**config.mk**
```make
export PLATFORM = sky130hd
export DESIGN_NAME = hex_7seg_scan_driver
export DESIGN_NICKNAME = d
export VERILOG_FILES = /design/src/rtl/hex_7seg_scan_driver.sv
export SDC_FILE = /design/constraint.sdc
export NUM_CORES = 1
export LEC_CHECK = 0
export CAP_MARGIN = 10
export CELL_PAD_IN_SITES_DETAIL_PLACEMENT = 0
export CELL_PAD_IN_SITES_GLOBAL_PLACEMENT = 2
export CORE_ASPECT_RATIO = 1.1
export CORE_MARGIN = 5
export CORE_UTILIZATION = 38
export CTS_CLUSTER_DIAMETER = 80
export DETAILED_ROUTE_END_ITERATION = 10
export GPL_ROUTABILITY_DRIVEN = 0
export PLACE_DENSITY_LB_ADDON = 0.1
export SLEW_MARGIN = 10
export SYNTH_ARGS = -nofsm -noshare
export SYNTH_HDL_FRONTEND = slang
export SYNTH_SLANG_ARGS = --single-unit
```
**constraint.sdc**
```tcl
create_clock -name clk -period 2.93 [get_ports clk]
set_input_delay 0.4395 -clock clk [delete_from_list [all_inputs] [get_ports clk]]
set_output_delay 0.4395 -clock clk [all_outputs]
set_load 0.01 [all_outputs]
```
**src/rtl/hex_7seg_scan_driver.sv**
```systemverilog
// Time-multiplexed N-digit hex 7-segment driver with double-buffered display value.
// Optional leading-zero blanking: define HEX_7SEG_LEADING_ZERO_BLANK_EN.
module hex_7seg_scan_driver #(
   parameter int unsigned NUM_DIGITS  = 4,
   parameter int unsigned REFRESH_DIV = 1000
) (
   input  logic                    clk,
   input  logic                    reset_n,
   input  logic                    enable,
   input  logic                    load,
   input  logic [4*NUM_DIGITS-1:0] value,
   input  logic [NUM_DIGITS-1:0]   dots,
   output logic [6:0]              seg,
   output logic                    dot,
   output logic [NUM_DIGITS-1:0]   digit_sel,
   output logic                    frame_done
);

   localparam int unsigned IW = (NUM_DIGITS > 1) ? $clog2(NUM_DIGITS) : 1;
   localparam int unsigned PW = (REFRESH_DIV > 1) ? $clog2(REFRESH_DIV) : 1;
   localparam logic [IW-1:0] IDX_LAST   = IW'(NUM_DIGITS - 1);
   localparam logic [PW-1:0] PRESC_LAST = PW'(REFRESH_DIV - 1);

   logic [PW-1:0]           presc;
   logic [IW-1:0]           idx;
   logic [4*NUM_DIGITS-1:0] pend_val;
   logic [4*NUM_DIGITS-1:0] act_val;
   logic [NUM_DIGITS-1:0]   pend_dots;
   logic [NUM_DIGITS-1:0]   act_dots;
   logic                    pend_valid;
   logic                    wrap;
   logic                    wrap_q;
   logic [3:0]              nib;
   logic                    nib_dot;
   logic [6:0]              seg_next;

   function automatic logic [6:0] decode(input logic [3:0] h);
      logic [6:0] s;
      case (h)
         4'h0: s = 7'b1111110;
         4'h1: s = 7'b0110000;
         4'h2: s = 7'b1101101;
         4'h3: s = 7'b1111001;
         4'h4: s = 7'b0110011;
         4'h5: s = 7'b1011011;
         4'h6: s = 7'b1011111;
         4'h7: s = 7'b1110000;
         4'h8: s = 7'b1111111;
         4'h9: s = 7'b1111011;
         4'hA: s = 7'b1110111;
         4'hB: s = 7'b0011111;
         4'hC: s = 7'b1001110;
         4'hD: s = 7'b0111101;
         4'hE: s = 7'b1001111;
         default: s = 7'b1000111;
      endcase
      return s;
   endfunction

   // Frame boundary: last prescaler count of the last digit.
   always_comb begin
      wrap = enable && (presc == PRESC_LAST) && (idx == IDX_LAST);
   end

   always_comb begin
      nib     = '0;
      nib_dot = 1'b0;
      for (int unsigned i = 0; i < NUM_DIGITS; i++) begin
         if (idx == IW'(i)) begin
            nib     = act_val[4*i +: 4];
            nib_dot = act_dots[i];
         end
      end
   end

`ifdef HEX_7SEG_LEADING_ZERO_BLANK_EN
   logic blank;

   // Digit i is a leading zero when the value shifted down by i nibbles is zero.
   always_comb begin
      blank = 1'b0;
      for (int unsigned i = 1; i < NUM_DIGITS; i++) begin
         if ((idx == IW'(i)) && ((act_val >> (4*i)) == '0)) blank = 1'b1;
      end
   end

   always_comb begin
      seg_next = blank ? '0 : decode(nib);
   end
`else
   always_comb begin
      seg_next = decode(nib);
   end
`endif

   always_ff @(posedge clk or negedge reset_n) begin
      if (!reset_n) begin
         presc      <= '0;
         idx        <= '0;
         pend_val   <= '0;
         pend_dots  <= '0;
         pend_valid <= 1'b0;
         act_val    <= '0;
         act_dots   <= '0;
         wrap_q     <= 1'b0;
         seg        <= '0;
         dot        <= 1'b0;
         digit_sel  <= '0;
         frame_done <= 1'b0;
      end else begin
         if (!enable) begin
            presc <= '0;
            idx   <= '0;
         end else if (presc == PRESC_LAST) begin
            presc <= '0;
            idx   <= (idx == IDX_LAST) ? '0 : idx + IW'(1);
         end else begin
            presc <= presc + PW'(1);
         end

         // A load on the boundary still refills pending; the transfer takes the old pending data.
         if (wrap && pend_valid) begin
            act_val  <= pend_val;
            act_dots <= pend_dots;
         end
         if (load) begin
            pend_val   <= value;
            pend_dots  <= dots;
            pend_valid <= 1'b1;
         end else if (wrap) begin
            pend_valid <= 1'b0;
         end

         wrap_q <= wrap;
         if (enable) begin
            seg        <= seg_next;
            dot        <= nib_dot;
            digit_sel  <= NUM_DIGITS'(1) << idx;
            frame_done <= wrap_q;
         end else begin
            seg        <= '0;
            dot        <= 1'b0;
            digit_sel  <= '0;
            frame_done <= 1'b0;
         end
      end
   end

endmodule

```
==> impl_metrics.toml <==
[setup_path]
cpLargestDelayFamily = "compound AO/OA/AOI/OAI gates"
slowest_delay_ns = 0.48
worstPathRequired_ns = 3.20
cp.arrival_ns = 2.88
r2r_cells = 9
endpoint_kind = "flip-flop"
worstPathMaxFanout = 9
path_cells = "inv_1 > ha_1 > nor2b_1 > a22oi_1 > a21oi_1 > inv_1 > ha_1 > mux2_2 > a21oi_1"
reg2reg_from = "idx[1]$_DFFE_PN0P_"
timing_worst_setup_path_type = "reg -> reg"
start_kind = "flip-flop"
rrSetupSlack_ns = 0.32
critical_path.slowest_cell = "a21oi_1"
r2r_end = "seg[1]$_DFF_PN0_"
path_buf_inv = 2

[synth]
syn-cell-area_mm2 = 0.00304
async_flop_share = 1.00
synth_edf_count = 0
yosysSeqAreaShare = 0.551
avgSynthCellArea_um2 = 13.3
yosysWarnings = 0
yosys_register_bits = 67
synthCells = 228
ys_types = 38
synth_ff_type = "dfrtp_1"
synth.net_count = 263

[route]
ant_nets = 0
drc_errors = 0
drtPass1Iterations = 4
wl_met1_mm = 2.54
top_layer = "met4"
dr_wl_met3_um = 210
viasPerCell = 4.71
dr_wl_met2_mm = 2.57
wl_per_cell_um = 14.0
first_iter_violations = 53
routed_wl_mm = 5.41
vias = 1817

[power_and_ir_drop]
leakage_uw = 0.00170
irDropWorstVdd_uv = 209
pwr-share-clk = 0.383
power_switching_uw = 418
cell_internal_pwr_uw = 1360
seq_power_share = 0.550
total_power_uw = 1780
combPwrFrac = 0.067
swShare = 0.235
power_density_mw_per_mm2 = 477

[timing]
grt_setup_unrepaired = "false"
fin_crit_ns = 2.61
fmax_mhz = 383
finalHoldViolations = 0
drv_slew = 0
period_share = 0.892
worst_pin_slew_ns = 0.684
maxSlewHeadroom = 0.543
setup-tns-final_ns = 0
skew_ns = 0.00919
finalWorstSetupSlack_ns = 0.317
setup_violations = 0

[finish]
n_fill_cell = 722
fin_util = 0.473
drive_gt1_frac = 0.270
design_area_mm2 = 0.00373
final_cell_mix = "dfrtp_1 (67), clkdlybuf4s50_1 (35), mux2_2 (23)"
area_growth_syn_to_layout_pct = 22.5
mostFrequentLayoutCell = "dfrtp_1"
n_antenna_cell = 0
finish.net_count = 308

[worst_hold_path]
hold_depth = 1
hold_path.class = "reg -> reg"
holdPathEnd = "presc[0]$_DFF_PN0_"
min_from = "presc[0]$_DFF_PN0_"

[floorplanning]
io_pins = 37
dieHeight_um = 104
rows = 34
die_w_um = 95.3
coreArea_mm2 = 0.00787
die-area_mm2 = 0.00990
initial_utilization = 0.386

[cts]
ctsLongestPathBuffers = 2
cts.clk_slew.worst_paths_ns = 0.08
cts-resized-gates = 0
clock_sink_count = 67
cts_setup_buffers = 0
clk_latency_ns = 0.34
clock-root-buffer = "clkbuf_8"
htree_levels = 3
cts_tree = "built"
cts_made_buffers = 9
cts_hold_buf = 1

[global_routing]
grt_pass1_wl_mm = 9.54
antenna_found_initial = 0
grt_start_max_net_pins = 36
grt_util_all_layers = 0.124
first_global_vias = 1942
overflow = 0

[placed_design]
pre_cts_slack_ns = 0.320
placed_cell_area_mm2 = 0.00354
port_buffers = 36
dp_hpwl_mm = 3.74

[job]
drv_cap = 0

[outcome]
status = "completed"
logic make-up (layout without fill, tap and decap cells):
family,count (synthesis),count (layout),synth area share
xor+xnor,7,7,0.0202
flops,67,67,0.551
simple gates,53,53,0.102
buf+inv,17,67,0.0284
mux,46,46,0.194
fa+ha+maj,11,11,0.0452
compound gates,27,27,0.0596
worst max-delay path by stage:
stage | start | endpoint | slack, ns | cells past startpoint
2_1_floorplan | idx[0]$_DFFE_PN0P_ | seg[1]$_DFF_PN0_ | 0.74 | 9
3_3_place_gp | idx[1]$_DFFE_PN0P_ | seg[1]$_DFF_PN0_ | 0.32 | 9
3_5_place_dp | idx[0]$_DFFE_PN0P_ | seg[1]$_DFF_PN0_ | 0.32 | 8
4_1_cts | idx[1]$_DFFE_PN0P_ | seg[1]$_DFF_PN0_ | 0.27 | 9
5_1_grt | idx[1]$_DFFE_PN0P_ | seg[1]$_DFF_PN0_ | 0.01 | 9
6_report | idx[1]$_DFFE_PN0P_ | seg[1]$_DFF_PN0_ | 0.32 | 9
final cells by class:
| cell class | count | area (um^2) | share of cell area |
|---|---|---|---|
| Sequential cell | 67 | 1680 | 0.450 |
| Multi-Input combinational cell | 144 | 1280 | 0.343 |
| Timing Repair Buffer | 44 | 430 | 0.116 |
| Clock buffer | 10 | 138 | 0.0369 |
| Tap cell | 108 | 135 | 0.0363 |
| Clock inverter | 6 | 41.3 | 0.0111 |
| Inverter | 7 | 26.3 | 0.00705 |
registers in the layout, summed over array words and instances, names as in the netlist:
register,flops
presc,10
pend_val,16
pend_valid,1
pend_dots,4
idx,2
frame_done,1
act_dots,4
dot,1
digit_sel,4
wrap_q,1
seg,7
act_val,16
synthesized netlist by cell type, types with 5 or more instances:
cell type   n  area share
a21oi_1    10       0.016
and2_1      6       0.012
clkbuf_1    7      0.0086
dfrtp_1    67        0.55
ha_1       11       0.045
inv_1       7      0.0086
mux2_2     23       0.085
mux2_4     20       0.099
nand2_1     6      0.0074
nor2_1      9       0.011
nor2b_1     8       0.016
xor2_1      5       0.014
metrics by stage:
stage	cells	hold WS [ns]
after floorplan	228	0.144
after global routing	386	0.493
final	386	0.467
after detailed placement	369	0.371
after CTS	386	0.467
after global placement	369	0.371
power groups by stage:
stage	clock (uW)	sequential (uW)	combinational, uW
floorplan	0	994	45.9
finish	682	978	119
CTS	707	979	123
detailed placement	0	997	121
global route	747	984	133
global placement	0	996	120
routing by layer:
layer  vias up  track usage
li1        883            -
met1       894        0.164
met2        31        0.186
met3         9       0.0406
met4         0       0.0495
met5         -            0
Note: power is estimated with default switching activity, not from simulation.
